### config.mk
export PLATFORM = sky130hd
export DESIGN_NAME = fetch_unit_flat
export DESIGN_NICKNAME = d
export VERILOG_FILES = /design/src/rtl/fetch_unit_if.sv /design/src/rtl/fetch_unit.sv /design/src/flat_wrapper.sv
export SDC_FILE = /design/constraint.sdc
export NUM_CORES = 1
export LEC_CHECK = 0
export ABC_CLOCK_PERIOD_IN_PS = 8500
export CAP_MARGIN = 20
export CORE_AREA = 5 5 141 143
export CTS_CLUSTER_DIAMETER = 150
export CTS_CLUSTER_SIZE = 30
export DETAILED_ROUTE_END_ITERATION = 8
export DIE_AREA = 0 0 146 148
export PLACE_DENSITY_LB_ADDON = 0.2
export SLEW_MARGIN = 20
export SYNTH_ARGS = -nofsm -noshare
export SYNTH_HDL_FRONTEND = slang
export SYNTH_SLANG_ARGS = --single-unit
export TNS_END_PERCENT = 30
### constraint.sdc
create_clock -name clk -period 8.5 [get_ports clk]
set_input_delay 2.55 -clock clk [delete_from_list [all_inputs] [get_ports clk]]
set_output_delay 2.55 -clock clk [all_outputs]
set_load 0.005 [all_outputs]
### src/rtl/fetch_unit_if.sv
// Instruction-memory request/ack bus between the fetch unit and instruction memory.
//   imem_req   : fetch request, driven by the fetch unit (master)
//   imem_addr  : word-aligned fetch address, driven by the fetch unit
//   imem_ack   : memory completes the request this cycle, driven by memory (slave)
//   imem_rdata : instruction word, valid with imem_ack, driven by memory
interface fetch_unit_if;
    logic        imem_req;
    logic [31:0] imem_addr;
    logic        imem_ack;
    logic [31:0] imem_rdata;

    modport master (
        output imem_req,
        output imem_addr,
        input  imem_ack,
        input  imem_rdata
    );

    modport slave (
        input  imem_req,
        input  imem_addr,
        output imem_ack,
        output imem_rdata
    );
endinterface

### src/rtl/fetch_unit.sv
// Instruction fetch front end: owns the fetch PC, runs the ack-based handshake
// with instruction memory and buffers fetched words in an in-order queue that
// feeds the ID stage. EXE branch redirects flush the queue.
//
// Ports:
//   clk, rst      : clock, asynchronous active-high reset
//   freeze        : ID hazard stall, hold the presented instruction
//   branch_taken  : redirect from EXE (wins over freeze and imem_ack)
//   branch_addr   : word-aligned redirect target
//   imem          : instruction memory bus (fetch_unit_if.master)
//   valid         : Instruction/PC valid to ID
//   Instruction   : queue head instruction, 0 when !valid
//   PC            : queue head address + 4, 0 when !valid
//
// Optional build macro FETCH_PERF_CNT_EN adds two saturating counters:
//   stall_cycles (32b) : cycles with imem_req && !imem_ack
//   flush_count  (16b) : cycles with branch_taken
module fetch_unit #(
    parameter logic [31:0] RESET_PC = 32'h0000_0000,
    parameter int unsigned DEPTH    = 2
) (
    input  logic                clk,
    input  logic                rst,
    input  logic                freeze,
    input  logic                branch_taken,
    input  logic [31:0]         branch_addr,
    fetch_unit_if.master        imem,
    output logic                valid,
    output logic [31:0]         Instruction,
    output logic [31:0]         PC
`ifdef FETCH_PERF_CNT_EN
    ,
    output logic [31:0]         stall_cycles,
    output logic [15:0]         flush_count
`endif
);

    localparam int unsigned XLEN  = 32;
    localparam int unsigned PTR_W = (DEPTH > 1) ? $clog2(DEPTH) : 1;
    localparam int unsigned CNT_W = PTR_W + 1;

    // Architectural state
    logic [XLEN-1:0]  fetch_pc_q, fetch_pc_d;
    logic [XLEN-1:0]  q_pc_q    [DEPTH];
    logic [XLEN-1:0]  q_pc_d    [DEPTH];
    logic [XLEN-1:0]  q_instr_q [DEPTH];
    logic [XLEN-1:0]  q_instr_d [DEPTH];
    logic [PTR_W-1:0] rd_ptr_q, rd_ptr_d;
    logic [PTR_W-1:0] wr_ptr_q, wr_ptr_d;
    logic [CNT_W-1:0] count_q, count_d;

    logic imem_req_c;
    logic valid_c;
    logic enq_c;
    logic deq_c;

    // Handshake qualifiers; a redirect drops the request in the same cycle
    assign imem_req_c = !rst && !branch_taken && (count_q < CNT_W'(DEPTH));
    assign enq_c      = imem_req_c && imem.imem_ack;
    assign valid_c    = (count_q != '0);
    assign deq_c      = valid_c && !freeze && !branch_taken;

    assign imem.imem_req  = imem_req_c;
    assign imem.imem_addr = fetch_pc_q;

    // Head of queue to ID, forced to zero when empty so stale entries never leak
    assign valid       = valid_c;
    assign Instruction = valid_c ? q_instr_q[rd_ptr_q] : '0;
    assign PC          = valid_c ? q_pc_q[rd_ptr_q]    : '0;

    // Next-state: queue push/pop, fetch PC advance, redirect flush
    always_comb begin
        fetch_pc_d = fetch_pc_q;
        q_pc_d     = q_pc_q;
        q_instr_d  = q_instr_q;
        rd_ptr_d   = rd_ptr_q;
        wr_ptr_d   = wr_ptr_q;
        count_d    = count_q;

        if (branch_taken) begin
            fetch_pc_d = branch_addr;
            rd_ptr_d   = '0;
            wr_ptr_d   = '0;
            count_d    = '0;
        end else begin
            if (enq_c) begin
                // Stored PC is the fetch address + 4; the add wraps at 2^32
                q_pc_d[wr_ptr_q]    = fetch_pc_q + XLEN'(4);
                q_instr_d[wr_ptr_q] = imem.imem_rdata;
                wr_ptr_d            = wr_ptr_q + PTR_W'(1);
                fetch_pc_d          = fetch_pc_q + XLEN'(4);
            end
            if (deq_c) begin
                rd_ptr_d = rd_ptr_q + PTR_W'(1);
            end
            case ({enq_c, deq_c})
                2'b10:   count_d = count_q + CNT_W'(1);
                2'b01:   count_d = count_q - CNT_W'(1);
                default: count_d = count_q;
            endcase
        end
    end

    // State registers
    always_ff @(posedge clk or posedge rst) begin
        if (rst) begin
            fetch_pc_q <= RESET_PC;
            rd_ptr_q   <= '0;
            wr_ptr_q   <= '0;
            count_q    <= '0;
            for (int i = 0; i < int'(DEPTH); i++) begin
                q_pc_q[i]    <= '0;
                q_instr_q[i] <= '0;
            end
        end else begin
            fetch_pc_q <= fetch_pc_d;
            rd_ptr_q   <= rd_ptr_d;
            wr_ptr_q   <= wr_ptr_d;
            count_q    <= count_d;
            q_pc_q     <= q_pc_d;
            q_instr_q  <= q_instr_d;
        end
    end

`ifdef FETCH_PERF_CNT_EN
    logic [31:0] stall_cycles_q, stall_cycles_d;
    logic [15:0] flush_count_q, flush_count_d;

    // Saturating performance counters
    always_comb begin
        stall_cycles_d = stall_cycles_q;
        flush_count_d  = flush_count_q;
        if (imem_req_c && !imem.imem_ack && (stall_cycles_q != '1)) begin
            stall_cycles_d = stall_cycles_q + 32'(1);
        end
        if (branch_taken && (flush_count_q != '1)) begin
            flush_count_d = flush_count_q + 16'(1);
        end
    end

    always_ff @(posedge clk or posedge rst) begin
        if (rst) begin
            stall_cycles_q <= '0;
            flush_count_q  <= '0;
        end else begin
            stall_cycles_q <= stall_cycles_d;
            flush_count_q  <= flush_count_d;
        end
    end

    assign stall_cycles = stall_cycles_q;
    assign flush_count  = flush_count_q;
`endif

endmodule

### src/flat_wrapper.sv
// flat-port wrapper written by rule: the top's interface ports become plain ports
module fetch_unit_flat 
#(
    parameter logic [31:0] RESET_PC = 32'h0000_0000,
    parameter int unsigned DEPTH    = 2
)
  (clk, rst, freeze, branch_taken, branch_addr, valid, Instruction, PC, imem_imem_req, imem_imem_addr, imem_imem_ack, imem_imem_rdata);
  fetch_unit_if imem_i ();
  input  logic clk;
  input  logic rst;
  input  logic freeze;
  input  logic branch_taken;
  input  logic [31:0] branch_addr;
  output logic valid;
  output logic [31:0] Instruction;
  output logic [31:0] PC;
  output wire logic [$bits(imem_i.imem_req)-1:0] imem_imem_req;
  output wire logic [$bits(imem_i.imem_addr)-1:0] imem_imem_addr;
  input wire logic [$bits(imem_i.imem_ack)-1:0] imem_imem_ack;
  input wire logic [$bits(imem_i.imem_rdata)-1:0] imem_imem_rdata;
  assign imem_imem_req = imem_i.imem_req;
  assign imem_imem_addr = imem_i.imem_addr;
  assign imem_i.imem_ack = imem_imem_ack;
  assign imem_i.imem_rdata = imem_imem_rdata;
  fetch_unit #(.RESET_PC(RESET_PC), .DEPTH(DEPTH)) u_core (.clk(clk), .rst(rst), .freeze(freeze), .branch_taken(branch_taken), .branch_addr(branch_addr), .imem(imem_i), .valid(valid), .Instruction(Instruction), .PC(PC));
endmodule
==> results list, run 1 <==
* Outcome: complete, no violations
- After filler insertion, the fill cell instance count of the layout stands at 1714.
* Worst hold-check path type: reg2reg
- Entering global routing, the biggest net connects 100 pins.
- After synthesis, the largest family of logic cells by area is simple AND/OR/NAND/NOR gates.
* Net count after synthesis: 1003
* Longest Clk Path Bufs: 2
- Total of hold buffers inserted after clock tree synthesis: 0
- After clock tree synthesis, the clock-pin slew on the worst setup and hold paths is 60 ps.
* Final clock skew: 9.49 ps
- Worst skew pair latency: 420 ps
* Placer Congestion: 0.793
* Synth Warn #: 0
* Detail Placement HPWL: 14.0 mm
- Power Dens Cells: 216 nW/µm²
* CTS Buf Count: 17
- Overall Global Routing Usage: 19.8%
- At the worst endpoint, the arrival time is 3830 ps.
- For flop-to-flop paths, the worst setup slack is 5830 ps.
* N_diodes: 0
- STA classifies the critical path startpoint as a primary input.
- Cells with a size suffix above 1 make up 4.96% of the layout.
- CTS placed an instance of sky130_fd_sc_hd__clkbuf_16 at the clock tree root.
* Crit path top cell by count: sky130_fd_sc_hd__clkdlybuf4s50_1
- Synth Instances: 933
- The first global-routing pass estimated 35.0 mm of wire.
- Top cells by area in the synthesized netlist: sky130_fd_sc_hd__dfrtp_1 51%, sky130_fd_sc_hd__nand2_1 13%, sky130_fd_sc_hd__mux2i_1 8.0%, sky130_fd_sc_hd__nor2_1 5.2%, sky130_fd_sc_hd__o21ai_0 3.3%
- Primary FF master, synth: sky130_fd_sc_hd__dfrtp_1
* Vertical die dimension: 148 µm
- Sequential element share of the synthesized area: 50.7%
* Setup Buffers After CTS: 0
- Area enclosed by the die boundary: 21600 µm²
* Post-synthesis instance area: 8100 µm²
* Most common cell in the netlist: sky130_fd_sc_hd__nand2_1
- For the worst setup path, the data required time is 5950 ps.
* Area fraction in and, or, nand and nor cells after synthesis: 25.5%
- Time the worst path needs with I/O delays and setup: 6380 ps
- Across all layers, the routed design uses 6943 vias.
- After Yosys synthesis, full adders, half adders and majority gates account for 0.154% of the synthesized area.
- Walking the worst path, the cells encountered are clkdlybuf4s50_1 > nor3_1 > clkdlybuf4s50_1.
* Nature of the critical path endpoint: primary output
- The critical path in this run is classified as in2out.
- Measured against its own limit, the worst slew margin works out to 36.7%.
- IR drop worst, VDD: 152 µV
- TritonCTS built the clock tree.
* Initial antenna violation count: 0
- Final TNS setup: 0 ps
- The die is 146 µm wide.
- The H-tree was split into 4 levels.
- The portion of synthesized area spent on multiplexers is 8.31%.
* Most numerous cell types in the synthesized netlist: 271 x sky130_fd_sc_hd__nand2_1, 164 x sky130_fd_sc_hd__dfrtp_1, 113 x sky130_fd_sc_hd__nor2_1
- XOR/XNOR Fraction of Synth Area: 3.03%
- Setup violations remaining at the end of the flow were counted as 0.
- The critical path contains buffers and inverters numbering 2 combined.
- For the pin with the worst max-slew slack, the measured transition is 948 ps.
- Multi-input gate area: 3720 µm²
- The count of buffers added on input and output ports is 166.
- Timing would allow up to 0.157 GHz.
- Via count normalized by instance count: 5.33
* CP peak stage delay: 530 ps
- Max-cap violations in this run came to 0.
- Before antenna repair, the detailed router went through 5 iterations.
- Final WS setup: 2120 ps
* Area growth syn-to-layout: 29.4%
- Static leakage: 4.35 nW
- Summed over all layers, the global routing overflow is 0.
- Area of the core: 18500 µm²
- FFs w/ async S/R, synth: 100%
- Area leader, netlist: sky130_fd_sc_hd__dfrtp_1
* Number of primary I/O pins: 167
- A synthesized cell averages 8.68 µm².
* Area fraction in compound gates after synthesis: 8.70%
- Yosys mapped a number of flops with a built-in enable equal to 0.
- Number of library cell types mapped by synthesis: 35
* Peak fanout along the critical path: 2
- Post-Route WL: 21.3 mm
* RSZ-0062 raised after global routing: false
- Number of nets with antenna violations after routing: 0
- Endpoints failing hold: 0
* Count of pins over their slew limit: 0
- Number of violations reported at the end of detailed-routing iteration 0: 397
- For this design, the sink count on the clock tree is 164.
- After detailed routing, the average wire length per cell comes to 16.4 µm.
* Detailed-route DRC error count: 0
* Area share of the largest cell type after synthesis: 50.7%
* Worst slack, placed: 2110 ps
* Initial core utilization: 43.9%
- Register cell area after layout: 4110 µm²
- After the last flow step, the layout net total stands at 1126.
- CP max-delay cell: sky130_fd_sc_hd__clkdlybuf4s50_1
- Num rows: 50
- The number of global-route vias before repair came to 6680.
- The synthesized design contains 164 register bits.
- Final Cycle Share: 75.1%
* Category of cells accounting for the largest share of critical-path delay: buffers and inverters
* Cells resized by post-CTS repair: 0
-- layer usage --
layer  vias to the layer above  wire, µm  track usage [%]
li1                       3415         -                -
met1                      3315     10400             28.2
met2                       187      9560             31.0
met3                        26      1100             4.14
met4                         0       289             5.55
met5                         -         0                0
-- kinds of logic (layout without fill, tap and decap cells) --
| logic type | Yosys count | count (layout) |
|---|---|---|
| AO/OA/AOI/OAI | 119 | 119 |
| XOR/XNOR | 28 | 28 |
| adder cells (fa/ha/maj) | 1 | 1 |
| buffers and inverters | 75 | 211 |
| flip-flops | 164 | 164 |
| multiplexers | 67 | 67 |
| AND/OR/NAND/NOR | 479 | 479 |
-- power breakdown --
group          internal [W]  switching (W)  total (W)
combinational      0.000209       0.000198   0.000407
sequential         0.000951       0.000117    0.00107
clock              0.000477       0.000309   0.000786
total               0.00164       0.000624    0.00226
-- tightest hold or removal path, stage by stage, from the launching register on --
cell and delay, ps:
sky130_fd_sc_hd__dfrtp_1 340, sky130_fd_sc_hd__nand2_1 50, sky130_fd_sc_hd__nand2_1 50
-- worst paths after layout --
kind                                      from                        end  depth (start not counted)
max reg2reg                  u_core.count_q[1]  u_core.imem.imem_addr[29]                          4
max                               branch_taken              imem_imem_req                          3
min                        u_core.q_instr_q[3]        u_core.q_instr_q[3]                          2
min in group asynchronous                  rst          u_core.q_pc_q[38]                          2
min reg2reg                u_core.q_instr_q[3]        u_core.q_instr_q[3]                          2
max in group asynchronous                  rst            u_core.rd_ptr_q                          3
-- placed cells by master (no fill, tap or decap), drive strengths merged, types with 6 or more instances in the layout --
master,instances
a31oi,39
and4,6
buf,9
clkbuf,19
clkdlybuf4s50,166
clkinv,9
dfrtp,164
mux2i,65
nand2,271
nand3,17
nand4,15
nor2,113
nor3,6
o211ai,6
o21ai,54
o31ai,16
or3,16
or4,24
xnor2,17
xor2,11
-- metrics by stage --
step	cell area, µm²	total power (W)	hold slack (ps)	std cells	util [%]
after floorplan	8100	0.00130	445	933	-
after global placement	9870	0.00147	456	1271	53.5
after detailed placement	9870	0.00149	462	1271	53.5
after CTS	10500	0.00228	477	1303	56.8
after global routing	10500	0.00239	491	1303	56.8
final	10500	0.00226	472	1303	56.8
-- state kept, by name, indices dropped and copies added (netlist names) --
name,count
u_core.imem.imem_addr,32
u_core.q_pc_q,64
u_core.q_instr_q,64
u_core.count_q,2
u_core.rd_ptr_q,1
u_core.wr_ptr_q,1
-- layout make-up --
| class | instances | area share [%] |
|---|---|---|
| sequential | 164 | 39.2 |
| timing repair buffer | 175 | 16.5 |
| tap | 234 | 2.79 |
| multi-input combinational | 694 | 35.5 |
| clock inverter | 13 | 1.50 |
| inverter | 4 | 0.191 |
| clock buffer | 19 | 4.32 |
Power figures use the tool's default switching activity.
==> inputs of run 2 (changes only) <==
ABC_CLOCK_PERIOD_IN_PS = 6700   (was 8500)
clock period = 6.7 ns   (was 8.5 ns; I/O delays follow)
==> run 2 against run 1 <==
Flip-flop and latch count unchanged. Total power is 31% higher. Sequential power grew 26%. Hold slack better by 0.97 ps. Count of clock-buffer cells in the layout unchanged. Non-clock buffer count up 3. Via count decreased by 0.49%. Critical path depth stayed put. Setup slack got worse by 720 ps. Critical path type unchanged.
==> results list, run 2 (synthesis gave the netlist of run 1 again) <==
* Nature of the critical path endpoint: primary output
- The placement row count was 50 (unchanged).
* Outcome: complete, no violations
* Placer Congestion: 0.794 (about the same)
- H-tree depth reported by CTS: 4 (unchanged)
* Pre-Repair DR Iteration Count: 5 (unchanged)
* Combinational share of power: 17.5% (-0.5 points)
- The number of hold violations in the final report came to 0 (unchanged).
* Vias after detailed routing: 6909 (-0.49%)
- The sequential standard cell area was 4110 µm² (unchanged).
* Worst hold-check path type: reg2reg
- The total wire length after detailed routing came to 21.5 mm (+0.82%).
* CP max-delay cell: sky130_fd_sc_hd__clkdlybuf4s50_1
- Setup repair after global routing left no endpoint under its margin.
- Derived from the worst setup path, the maximum achievable clock frequency is 0.188 GHz.
- Number of violations reported at the end of detailed-routing iteration 0: 387 (-2.5%)
* Class of the most critical setup path: in2out
- The internal cell power came to 0.00217 W (+33%).
* Most common cell after layout, fill and taps aside: sky130_fd_sc_hd__nand2_1
- Count of fill cells added during filler insertion: 1745 (+1.8%)
* Reg-to-reg critical path startpoint: u_core.count_q[1]
- The reported net switching power is 0.000779 W (+25%).
* Cells resized by post-CTS repair: 0 (unchanged)
* Detail Placement HPWL: 14.3 mm (+2.6%)
- The part of the power in the clock network was 36.8% (+2.0 points).
- Die outline width: 146 µm (unchanged)
- Final TNS setup: 0 ps (unchanged)
* Setup Viol. Count Final: 0 (unchanged)
* Largest net degree at the start of global routing: 88 (-12%)
- Commonest cells after routing, fill and taps aside: 271 x sky130_fd_sc_hd__nand2_1, 166 x sky130_fd_sc_hd__clkdlybuf4s50_1, 163 x sky130_fd_sc_hd__dfrtp_1
* Power Dens Cells: 280 nW/µm² (+30%)
- Switching Fraction: 26.4% (-1.2 points)
- Total of hold buffers inserted after clock tree synthesis: 0 (unchanged)
* Area growth syn-to-layout: 30.2%
- Time the worst path needs with I/O delays and setup: 5310 ps
- The count of inserted antenna diode cells came to 0 (unchanged).
* Count of clock tree sinks: 164 (unchanged)
- Count of pins over their slew limit: 0 (unchanged)
* Initial core utilization: 43.9% (unchanged)
- Via count normalized by instance count: 5.30 (-0.49%)
* Longest Clk Path Bufs: 2 (unchanged)
* Final clock skew: 9.71 ps (+0.212 ps)
- Slew at the pin closest to its max-slew limit: 851 ps (-96.9 ps)
- Number of nets with antenna violations after routing: 0 (unchanged)
* CP arrival: 3300 ps (-530 ps)
- Overall Global Routing Usage: 20.1% (+0.27 points)
* Launching instance or port of the critical path: branch_taken
- Crit path top cell by count: sky130_fd_sc_hd__clkdlybuf4s50_1
* Multi-input gate area: 3720 µm² (unchanged)
- Global-route congestion overflow total: 0 (unchanged)
- The signal on the critical path passes through clkdlybuf4s50_1 > nor3_1 > clkdlybuf4s50_1.
* IR drop worst, VDD: 185 µV (+22%)
- The clock network latency to the later pin of the worst-skew pair is 420 ps (about the same).
- The final critical path takes up 79.2% of the cycle.
* Max_cap viols: 0 (unchanged)
- Clk Tree Root Cell: sky130_fd_sc_hd__clkbuf_16
- Startpoint type of the worst setup path: primary input
* Termination of the worst setup path: imem_imem_req
- The register share of total power came to 45.7% (-1.5 points).
- The final core area utilization came to 57.1% (+0.33 points).
- The total leakage power came to 4.38 nW (+0.63%).
- TritonCTS clock tree: done
- The share of cells above drive strength 1 is 4.86% (-0.094 points).
* Clock edge transition at the registers on the reported setup and hold paths: 60 ps (about the same)
- The data required time of the worst path came to 4690 ps (-1260 ps).
* Area of the core: 18500 µm² (unchanged)
- The total power after layout is 0.00295 W (+31%).
* Routed WL per cell: 16.5 µm (+0.82%)
- Number of primary I/O pins: 167 (unchanged)
* Vias in the first global route: 6626 (-0.81%)
* Setup Buffers After CTS: 0 (unchanged)
* Worst slew slack as a fraction of its limit: 43.3% (+6.5 points)
- The worst register-to-register path ends at u_core.q_pc_q[61].
* Detailed-route DRC error count: 0 (unchanged)
- Peak fanout along the critical path: 2 (unchanged)
- Vertical die dimension: 148 µm (unchanged)
* Post-layout nets: 1129 (+0.27%)
- CP peak stage delay: 530 ps (about the same)
- Area enclosed by the die boundary: 21600 µm² (unchanged)
- The count of input and output buffers was 166 (unchanged).
- Setup slack of the most critical reg-to-reg path: 3970 ps (-1860 ps)
- Initial antenna violation count: 0 (unchanged)
- The total CTS buffers is 17 (unchanged).
- Global-route wire length before repair: 35.3 mm (+0.81%)
* Worst reg-to-reg path cell count: 4 (unchanged)
## run 2: metal layers
layer | part of all wire [%] | track usage [%] | up-vias
met3 | 5.0 | 3.65 | 23
met4 | 1.4 | 6.07 | 0
met1 | 49 | 28.8 | 3291
li1 | - | - | 3410
met5 | 0 | 0 | -
met2 | 45 | 31.4 | 185
## run 2: layout make-up
type	count	share of cell area, %
flip-flops and latches	164	39.0
multi-input cells	694	35.3
repair buffers	178	16.6
clock buffers	19	4.20
well taps	234	2.78
clock inverters	10	1.96
inverters	4	0.190
## run 2: worst min-delay path by stage
stage	cells after the start	slack, ps	end	startpoint
final	2	470	u_core.q_instr_q[12]	u_core.q_instr_q[12]
after global routing	2	490	u_core.q_instr_q[61]	u_core.q_instr_q[61]
after CTS	2	480	u_core.q_instr_q[12]	u_core.q_instr_q[12]
after detailed placement	2	460	u_core.q_instr_q[60]	u_core.q_instr_q[60]
after global placement	2	460	u_core.q_instr_q[11]	u_core.q_instr_q[11]
after floorplan	2	440	u_core.q_instr_q[32]	u_core.q_instr_q[32]
## run 2: stage by stage
stage                     setup slack (ps)  instances  area [µm²]  hold WS [ps]
after CTS                             1390       1303       10500           477
after global placement                1380       1274        9890           456
final                                 1390       1303       10500           473
after global routing                  1320       1303       10500           490
after floorplan                        257        933        8100           445
after detailed placement              1390       1274        9890           462
## run 2: worst max-delay path: cells and delay by family
kind	cells	cell delay, ps
buffers and inverters	2	1060
and+or+nand+nor	1	220
## run 2: power groups by stage
stage	combinational (W)	clock, W	sequential (W)
6_report	0.000516	0.00109	0.00135
5_1_grt	0.000590	0.00115	0.00138
4_1_cts	0.000525	0.00110	0.00135
3_5_place_dp	0.000522	0	0.00137
3_3_place_gp	0.000509	0	0.00136
2_1_floorplan	0.000333	0	0.00132
